==> config.mk <==
export PLATFORM = sky130hd
export DESIGN_NAME = mem_port_arbiter
export DESIGN_NICKNAME = d
export VERILOG_FILES = /design/src/rtl/mem_arb_pkg.sv /design/src/rtl/mem_port_arbiter.sv
export SDC_FILE = /design/constraint.sdc
export NUM_CORES = 1
export LEC_CHECK = 0
export ABC_AREA = 1
export CORE_UTILIZATION = 44
export CTS_CLUSTER_SIZE = 28
export DETAILED_ROUTE_END_ITERATION = 8
export HOLD_SLACK_MARGIN = 0.03
export PLACE_DENSITY = 0.89
export SYNTH_ARGS = -nofsm -noshare
export SYNTH_HDL_FRONTEND = slang
export SYNTH_SLANG_ARGS = --single-unit
==> constraint.sdc <==
create_clock -name clk -period 3.5 [get_ports clk]
set_input_delay 0.7 -clock clk [delete_from_list [all_inputs] [get_ports clk]]
set_output_delay 0.7 -clock clk [all_outputs]
set_load 0.02 [all_outputs]
==> src/rtl/mem_arb_pkg.sv <==
// Shared definitions for the unified-memory port arbiter: FSM state
// encoding, owner encoding, latency counter width and the round-robin pick.
package mem_arb_pkg;

    typedef enum logic [1:0] {
        IDLE = 2'd0,
        BUSY = 2'd1,
        ACK  = 2'd2
    } arb_state_e;

    localparam logic OWN_CPU = 1'b0;
    localparam logic OWN_LDR = 1'b1;

    localparam int CNT_W = 4;

    // Select the winner among the eligible ports. On a tie the port that was
    // not granted last wins, so continuous contention alternates.
    function automatic logic rr_pick(input logic cpu_elig,
                                     input logic ldr_elig,
                                     input logic last_grant);
        logic pick;
        if (cpu_elig && ldr_elig) begin
            pick = (last_grant == OWN_CPU) ? OWN_LDR : OWN_CPU;
        end else if (ldr_elig) begin
            pick = OWN_LDR;
        end else begin
            pick = OWN_CPU;
        end
        return pick;
    endfunction

endpackage

==> src/rtl/mem_port_arbiter.sv <==
// Two-requester arbiter/sequencer in front of a fixed-latency synchronous
// memory shared by the multi-cycle CPU and the boot/debug loader. Each grant
// latches the request, holds the memory signals for LATENCY cycles, captures
// read data into the owner's rdata register and pulses the owner's ack.
module mem_port_arbiter
    import mem_arb_pkg::*;
#(
    parameter int AW      = 32,
    parameter int DW      = 32,
    parameter int LATENCY = 2
) (
    input  logic          clk,
    input  logic          reset,
    input  logic          cpu_req,
    input  logic          cpu_we,
    input  logic [AW-1:0] cpu_addr,
    input  logic [DW-1:0] cpu_wdata,
    output logic [DW-1:0] cpu_rdata,
    output logic          cpu_ack,
    output logic          cpu_stall,
    input  logic          cpu_hold,
    input  logic          ldr_req,
    input  logic          ldr_we,
    input  logic [AW-1:0] ldr_addr,
    input  logic [DW-1:0] ldr_wdata,
    output logic [DW-1:0] ldr_rdata,
    output logic          ldr_ack,
    output logic          mem_en,
    output logic          mem_we,
    output logic [AW-3:0] mem_addr,
    output logic [DW-1:0] mem_wdata,
    input  logic [DW-1:0] mem_rdata
);

    // Counter load value: LATENCY BUSY cycles means LATENCY-1 decrements.
    localparam logic [CNT_W-1:0] CNT_LOAD = CNT_W'(LATENCY - 1);

    arb_state_e     state_r,      state_nxt_s;
    logic [CNT_W-1:0] cnt_r,      cnt_nxt_s;
    logic           owner_r,      owner_nxt_s;
    logic           last_grant_r, last_grant_nxt_s;
    logic           mem_en_r,     mem_en_nxt_s;
    logic           mem_we_r,     mem_we_nxt_s;
    logic [AW-3:0]  mem_addr_r,   mem_addr_nxt_s;
    logic [DW-1:0]  mem_wdata_r,  mem_wdata_nxt_s;
    logic [DW-1:0]  cpu_rdata_r,  cpu_rdata_nxt_s;
    logic [DW-1:0]  ldr_rdata_r,  ldr_rdata_nxt_s;
    logic           cpu_ack_r,    cpu_ack_nxt_s;
    logic           ldr_ack_r,    ldr_ack_nxt_s;

    logic           cpu_elig_s;
    logic           grant_sel_s;

    // Byte-lane bits are irrelevant: only whole words are transferred.
    logic           addr_lsb_unused_s;
    assign addr_lsb_unused_s = ^{cpu_addr[1:0], ldr_addr[1:0]};

    assign cpu_elig_s  = cpu_req & ~cpu_hold;
    assign grant_sel_s = rr_pick(cpu_elig_s, ldr_req, last_grant_r);

    // Next-state and next-output logic for the IDLE/BUSY/ACK sequencer.
    always_comb begin
        state_nxt_s      = state_r;
        cnt_nxt_s        = cnt_r;
        owner_nxt_s      = owner_r;
        last_grant_nxt_s = last_grant_r;
        mem_en_nxt_s     = 1'b0;
        mem_we_nxt_s     = 1'b0;
        mem_addr_nxt_s   = mem_addr_r;
        mem_wdata_nxt_s  = mem_wdata_r;
        cpu_rdata_nxt_s  = cpu_rdata_r;
        ldr_rdata_nxt_s  = ldr_rdata_r;
        cpu_ack_nxt_s    = 1'b0;
        ldr_ack_nxt_s    = 1'b0;

        case (state_r)
            IDLE: begin
                if (cpu_elig_s || ldr_req) begin
                    state_nxt_s      = BUSY;
                    owner_nxt_s      = grant_sel_s;
                    last_grant_nxt_s = grant_sel_s;
                    cnt_nxt_s        = CNT_LOAD;
                    mem_en_nxt_s     = 1'b1;
                    if (grant_sel_s == OWN_LDR) begin
                        mem_we_nxt_s    = ldr_we;
                        mem_addr_nxt_s  = ldr_addr[AW-1:2];
                        mem_wdata_nxt_s = ldr_wdata;
                    end else begin
                        mem_we_nxt_s    = cpu_we;
                        mem_addr_nxt_s  = cpu_addr[AW-1:2];
                        mem_wdata_nxt_s = cpu_wdata;
                    end
                end else begin
                    state_nxt_s = IDLE;
                end
            end

            BUSY: begin
                if (cnt_r != {CNT_W{1'b0}}) begin
                    cnt_nxt_s    = cnt_r - {{(CNT_W-1){1'b0}}, 1'b1};
                    mem_en_nxt_s = 1'b1;
                    mem_we_nxt_s = mem_we_r;
                end else begin
                    state_nxt_s = ACK;
                    // Read data is only captured for reads; writes leave the
                    // owner's rdata register untouched.
                    if (!mem_we_r && (owner_r == OWN_LDR)) begin
                        ldr_rdata_nxt_s = mem_rdata;
                    end else if (!mem_we_r) begin
                        cpu_rdata_nxt_s = mem_rdata;
                    end else begin
                        cpu_rdata_nxt_s = cpu_rdata_r;
                    end
                    if (owner_r == OWN_LDR) begin
                        ldr_ack_nxt_s = 1'b1;
                    end else begin
                        cpu_ack_nxt_s = 1'b1;
                    end
                end
            end

            ACK: begin
                // Requests are deliberately not sampled here.
                state_nxt_s = IDLE;
            end

            default: begin
                state_nxt_s = IDLE;
                cnt_nxt_s   = {CNT_W{1'b0}};
            end
        endcase
    end

    // State and registered-output update with synchronous reset; an access
    // interrupted by reset is simply dropped.
    always_ff @(posedge clk) begin
        if (reset) begin
            state_r      <= IDLE;
            cnt_r        <= {CNT_W{1'b0}};
            owner_r      <= OWN_CPU;
            last_grant_r <= OWN_CPU;
            mem_en_r     <= 1'b0;
            mem_we_r     <= 1'b0;
            mem_addr_r   <= {(AW-2){1'b0}};
            mem_wdata_r  <= {DW{1'b0}};
            cpu_rdata_r  <= {DW{1'b0}};
            ldr_rdata_r  <= {DW{1'b0}};
            cpu_ack_r    <= 1'b0;
            ldr_ack_r    <= 1'b0;
        end else begin
            state_r      <= state_nxt_s;
            cnt_r        <= cnt_nxt_s;
            owner_r      <= owner_nxt_s;
            last_grant_r <= last_grant_nxt_s;
            mem_en_r     <= mem_en_nxt_s;
            mem_we_r     <= mem_we_nxt_s;
            mem_addr_r   <= mem_addr_nxt_s;
            mem_wdata_r  <= mem_wdata_nxt_s;
            cpu_rdata_r  <= cpu_rdata_nxt_s;
            ldr_rdata_r  <= ldr_rdata_nxt_s;
            cpu_ack_r    <= cpu_ack_nxt_s;
            ldr_ack_r    <= ldr_ack_nxt_s;
        end
    end

    assign cpu_rdata = cpu_rdata_r;
    assign cpu_ack   = cpu_ack_r;
    assign ldr_rdata = ldr_rdata_r;
    assign ldr_ack   = ldr_ack_r;
    assign mem_en    = mem_en_r;
    assign mem_we    = mem_we_r;
    assign mem_addr  = mem_addr_r;
    assign mem_wdata = mem_wdata_r;
    assign cpu_stall = cpu_req & ~cpu_ack_r;

endmodule

Word level (Yosys, flattened, before mapping) --
Index checks and enable logic that the tools add are counted.
Word-level totals: register bits after elaboration 137, input bits 167, output and inout port bits 131
Operators by class: $add $sub $neg 1, equal/unequal tests 5, reductions and logical operators 11, muxes and demuxes 19, bitwise gates (word level) 9
Operators with widths (count):
- two-way mux 32 bit | 1
- two-way mux 30 bit | 1
- one-hot mux 4 bit (3 select lines) | 1
- two-way mux 1 bit | 10
- two-way mux 4 bit | 2
- NOT 1 bit | 7
- inequality test 2 bit (second input constant) | 3
- AND reduction 3 bit | 2
- one-hot mux 1 bit (2 select lines) | 2
- one-hot mux 2 bit (2 select lines) | 1
- AND reduction 4 bit | 1
- nonzero test 4 bit | 1
- subtractor 4 x 1 -> 4 bit (second input constant) | 1
- OR reduction 3 bit | 1
- AND 1 bit | 2
- == test 2 x 1 -> 1 bit (second input constant) | 1
- == test 2 bit (second input constant) | 1
- logical AND 1 bit | 2
- logical NOT 2 bit | 1
- two-way mux 2 bit | 1
- AND reduction 2 bit | 1
- logical NOT 1 bit | 1
- logical OR 1 bit | 1

Logic depth before layout (Yosys ltp) --
Gate-level depths: netlist of the first run.
depth after elaboration 7, mapped depth 9, gate-level depth less buffers 8

Worst setup path after synthesis of the first run --
OpenSTA, ideal clock, no wires.
path type input-to-output, start input cpu_req, end output cpu_stall, path buffers 0, stages on the path 2, data arrival time 1.000 ns, data required time 2.800 ns, slack 1.800 ns, cells stage by stage inv_1 nor2_1
On the way: cells in the longest elaborated chain, start to end 1
RTL lines:
- start, declared | RTL line mem_port_arbiter.sv:14 | input logic cpu_req,
- AND 1 bit | RTL line mem_port_arbiter.sv:174 | assign cpu_stall = cpu_req & ~cpu_ack_r;
- end, declared | RTL line mem_port_arbiter.sv:20 | output logic cpu_stall,
Every way passes these cells.

Final worst setup path of the first run --
Ends and elaborated chain as after synthesis.

==> results of run 1 <==
==> power breakdown <==
| part | internal, mW | leakage [nW] | total [mW] | switching (mW) |
|---|---|---|---|---|
| Sequential | 1.73 | 1.12 | 1.83 | 0.0928 |
| Clock | 1.21 | 0.300 | 1.87 | 0.657 |
| Combinational | 0.620 | 2.45 | 1.32 | 0.698 |
==> metal layers <==
metal	up-vias	global-route usage [%]	wire (um)
li1	3200	-	-
met1	2874	27.46	7188
met2	242	45.61	9232
met3	46	8.669	1321
met4	0	12.66	707
met5	-	0	0
==> registers in the layout, indices dropped and copies added, names as in the netlist <==
name,cells
cpu_rdata,32
cpu_ack,1
state_r,2
cnt_r,4
mem_en,1
last_grant_r,1
ldr_rdata,32
mem_we,1
ldr_ack,1
mem_addr,30
mem_wdata,32
==> cells by family after synthesis <==
| kind of cell | after synthesis | share of synthesized area [%] |
|---|---|---|
| simple gates | 424 | 32.33 |
| buf+inv | 141 | 10.34 |
| compound gates | 135 | 11.32 |
| fa+ha+maj | 2 | 0.4160 |
| flops | 137 | 45.60 |
==> worst max-delay path: cells and delay by family <==
| kind | cells | cell delay [ps] |
|---|---|---|
| buf+inv | 3 | 1210 |
| simple gates | 1 | 80 |
==> synthesized netlist by cell type <==
master and number:
nor2_2 1, buf_1 6, nand3_1 72, clkbuf_1 29
inv_1 78, nand2_2 2, nand3_2 3, a21oi_1 68
clkbuf_2 1, nand2_1 140, inv_2 4, nor2_1 143
o21a_1 2, buf_6 10, nand3b_1 63, buf_2 13
ha_1 2, dfxtp_1 137, o21ai_0 65
==> stage by stage <==
step | utilization (%) | instance area, um^2 | hold WS [ps] | cells
global placement | 67.21 | 8936 | 450.3 | 1258
detailed placement | 67.21 | 8936 | 454.5 | 1258
finish | 71.87 | 9555 | 460.0 | 1290
CTS | 71.87 | 9555 | 463.4 | 1290
global route | 71.87 | 9555 | 477.1 | 1290
floorplan | - | 6015 | 444.8 | 839
==> final cells by class <==
class | count | area, um^2 | area share (%)
repair buffers | 302 | 3015 | 31.56
flip-flops and latches | 137 | 2743 | 28.70
multi-input cells | 561 | 2650 | 27.73
clock buffers | 20 | 446.7 | 4.675
inverters | 82 | 307.8 | 3.221
well taps | 176 | 220.2 | 2.305
clock inverters | 12 | 172.7 | 1.807
==> path summary, 6_finish.rpt <==
path                       from            end  slack [ps]  cells after the start
setup / recovery        cpu_req      cpu_stall         800                      4
hold / removal    mem_wdata[31]  mem_wdata[31]         460                      2
setup reg to reg       cnt_r[0]   cpu_rdata[7]        1230                      8
hold reg to reg   mem_wdata[31]  mem_wdata[31]         460                      2
==> run metrics, run 1 <==
post-cts hold buffer count 0; Power Dens Cells ~520 nW/um^2; TritonCTS clock tree built; Tot GR Track Use 25.84%; top cells by area, synth dfxtp_1 46%, nor2_1 8.9%, nand2_1 8.7%; most frequent cells in the layout 291 x clkdlybuf4s50_1, 143 x nor2_1, 140 x nand2_1; Worst-path clk slew about 60 ps; GPL Wtd Cong 0.8472; critical path class in -> out; HPWL Detailed around 13000 um; Congestion Overflow GR 0; Placement Setup Slack between 800 and 900 ps; leakage power roughly 3.9 nW; drt via density ~4.9; wirelength, routed between 15000 and 20000 um; syn_nets ~1000; CP required approximately 2800 ps; CTS sink cnt 137; initial core utilization 45.24%; clk buf depth 2; Final Skew approximately 8.0 ps; CORE AREA between 10000 and 15000 um^2; drt wl/cell 14.30 um; outcome complete, no violations; post-synth top area cell dfxtp_1; first-pass GRT wire length approximately 29000 um; post-CTS setup buffers 0; vias in the first global route between 6000 and 7000; max incr delay on CP 610 ps; Slew headroom between 50% and 60%; CP Data Arrival Time 2000 ps; final-report hold violation count 0; CTS Buf Count 17; CTS root buffer clkbuf_16; layout cells sized above 1 4.578%; crit path time final 2696 ps; Post-Syn Instances around 840; DR pass1 iterations 4; Crit-path slowest cell clkdlybuf4s50_1; Avg Cell Area, Syn 7.169 um^2; Yosys top cell area share 45.60%; Max VDD drop 0.3650 mV; final setup vio count 0; CP most frequent cell clkdlybuf4s50_1; setup tns final 0 ps; kind of end point of the critical path output pin; DRT antenna net count 0; Seq cells post-synth 137; Worst setup SP type input pin; Worst-Margin Slew a little under 700 ps; Power, Total about 5 mW; Vias roughly 6400; Synthesis Warnings 0; 1st-iter DRT viols 324; ANT cells 0; final worst setup slack about 800 ps; Fmax approximately 0.37 GHz; RSZ-0062 raised after global routing no; Die Wd around 120 um; worst-path fanout max 3; max cap viols 0; DRC Markers 0; IO Port Bufs approximately 290; die height about 120 um; initial antenna violation count 0; final count of pins violating max slew 0; HP Class reg -> reg; commonest non-fill, non-tap cell in the layout clkdlybuf4s50_1; worst skew pair latency roughly 400 ps; post_cts resized 0; largest net degree at the start of global routing 65; die area approximately 14000 um^2; post-synth cell types 19; Mapped Area about 6000 um^2; fillers 1052; final net count roughly 1300; Ports roughly 300; row count between 40 and 50; area delta synth->final 58.87%; number of H-tree levels 4; post-route clock period utilization approximately 77%; register area share after synthesis between 40% and 50%; cell breakdown of the critical path clkdlybuf4s50_1, inv_1, nor2_1, clkdlybuf4s50_1
Power figures use the tool's default switching activity.
==> run 2, diff against run 1 <==
Settings changed: CORE_UTILIZATION 44 to 41, PLACE_DENSITY 0.89 to 0.83.
Clock period 3.5 ns to 2.6 ns, I/O delays scaled along.
==> run 2 against run 1 <==
Against the previous run: global-route usage down 1.2 points; highest routed layer is now met5; sequential share of layout area about the same; combinational power up 35%; sequential cell count unchanged; via count down 1.3%; first-iteration DRC count up 15%; critical path type unchanged; wire length down 0.66%; sequential power up 34%; setup slack worse by 530 ps; register-to-register slack worse by 270 ps; cell count up 0.62%; total power up 32%.
==> run metrics, run 2 (synthesis gave the netlist of run 1 again) <==
fillers 1191 (+13%); CP Data Arrival Time 1800 ps (-200 ps); RR Endpoint ldr_rdata[28]; Vias 6279 (-1.3%); commonest non-fill, non-tap cell in the layout clkdlybuf4s50_1; final count of pins violating max slew 0 (unchanged); Reg2Reg Depth 8 (unchanged); CTS root buffer clkbuf_16; Die Wd 123.1 um (+3.5%); Pint 4.621 mW (+30%); most frequent cells in the layout 291 x clkdlybuf4s50_1, 143 x nor2_1, 140 x nand2_1; 1st-iter DRT viols 371 (+15%); setup tns final 0 ps (unchanged); RSZ-0062 raised after global routing no; R2R Setup Slk 960 ps (-270 ps); Fmax ~0.43 GHz; Worst setup SP type input pin; wirelength, routed 18330 um (-0.66%); CTS Buf Count 17 (unchanged); number of H-tree levels 4 (unchanged); layout cells sized above 1 5.098% (+0.52 points); Power, Total 6.610 mW (+32%); outcome complete, no violations; clk buf depth 2 (unchanged); row count 43 (+2.4%); drt wl/cell 14.12 um (-1.3%); worst-path fanout max 3 (unchanged); max cap viols 0 (unchanged); post-CTS setup buffers 0 (unchanged); critical path class in -> out; initial antenna violation count 1 (+1); Ports 298 (unchanged); kind of end point of the critical path output pin; crit path time final about 2300 ps; ANT cells 0 (unchanged); final net count 1274 (+0.31%); HPWL Detailed 12750 um (-0.26%); CORE AREA 14100 um^2 (+6.0%); area delta synth->final 59.10%; DR pass1 iterations 4 (unchanged); RR Startpoint cnt_r[0]; Max VDD drop 0.4418 mV (+21%); Worst-Margin Slew 765.6 ps (+91.34 ps); worst skew pair latency 410 ps (about the same); HP Class reg -> reg; drt via density 4.837 (-1.9%); die height 123.1 um (+3.5%); Clock Power Share 35.9% (-1.3 points); initial core utilization 42.67% (-2.6 points); Gate power share 26.9% (+0.6 points); WHS Path Cells 2 (unchanged); DRT antenna net count 0 (unchanged); Flop pwr share 37.2% (+0.7 points); final setup vio count 0 (unchanged); Sw Ratio 30.09% (+1.2 points); post-cts hold buffer count 0 (unchanged); die area 15160 um^2 (+7.2%); final-report hold violation count 0 (unchanged); CTS sink cnt 137 (unchanged); min-delay src mem_wdata[8]; first-pass GRT wire length 28730 um (-1.0%); Tot GR Track Use 24.60% (-1.2 points); IO Port Bufs 293 (unchanged); Worst-path clk slew 60 ps (about the same); DRC Markers 0 (unchanged); post_cts resized 0 (unchanged); Power Dens Cells 690.7 nW/um^2 (+32%); CP required 2080 ps (-720 ps); Congestion Overflow GR 0 (unchanged); Psw 1.989 mW (+37%); largest net degree at the start of global routing 69 (+6.2%); GPL Wtd Cong 0.8281 (-2.3%); Slew headroom 48.96% (-6.1 points); Hold EP mem_wdata[8]; Final Skew 11.03 ps (+3.013 ps); post-route clock period utilization about 90%; leakage power 3.875 nW (+0.13%); TritonCTS clock tree built; vias in the first global route 6029 (-0.45%)
run 2: changes by cell type in the layout (fill, tap and decap cells not counted):
| cell | delta |
|---|---|
| buf_12 | +1 |
| inv_6 | +2 |
| buf_4 | +3 |
| clkinv_4 | +1 |
| clkbuf_1 | -2 |
| bufinv_16 | -2 |
| clkinvlp_4 | +1 |
run 2: cell type report:
type | count | area, um^2 | area share, %
Timing Repair Buffer | 306 | 3058 | 31.96
Sequential cell | 137 | 2743 | 28.66
Clock buffer | 18 | 439.2 | 4.589
Clock inverter | 14 | 146.4 | 1.530
Inverter | 82 | 307.8 | 3.217
Multi-Input combinational cell | 561 | 2650 | 27.69
Tap cell | 180 | 225.2 | 2.354
run 2: per-layer routing:
layer | wire length, um | global-route usage [%] | up-vias
met2 | 9233 | 44.98 | 215
met5 | 10 | 0 | -
met4 | 489 | 10.77 | 2
li1 | - | - | 3207
met1 | 7202 | 25.30 | 2823
met3 | 1392 | 8.441 | 32
run 2: power groups by stage:
stage               Clock (mW)  Combinational (mW)  Sequential, mW
floorplan                    0               0.698            2.76
global placement             0                1.76            2.49
detailed placement           0                1.78            2.50
CTS                       2.41                1.79            2.46
global route              2.52                1.94            2.49
finish                    2.37                1.78            2.46
run 2: metrics by stage:
stage,cell area [um^2],std cells,worst slack [ps],hold slack (ps),utilization (%)
floorplan,6015,839,1169,444.8,-
global placement,8984,1266,274.0,450.8,63.73
detailed placement,8984,1266,274.8,454.3,63.73
CTS,9569,1298,274.7,463.1,67.89
global route,9569,1298,185.9,482.6,67.89
finish,9569,1298,277.7,462.9,67.89
run 2: worst max-delay path by stage:
stage / from / end / cells after the start / slack, ps
6_report: cpu_req / cpu_stall / 4 / 280
4_1_cts: cpu_req / cpu_stall / 4 / 270
3_5_place_dp: cpu_req / cpu_stall / 4 / 270
2_1_floorplan: reset / mem_addr[14] / 4 / 1170
3_3_place_gp: cpu_req / cpu_stall / 4 / 270
5_1_grt: cpu_req / cpu_stall / 4 / 190
run 2: worst max-delay path, stage by stage:
cell,delay [ps]
clkdlybuf4s50_1,550
inv_1,50
nor2_1,80
clkdlybuf4s50_1,600
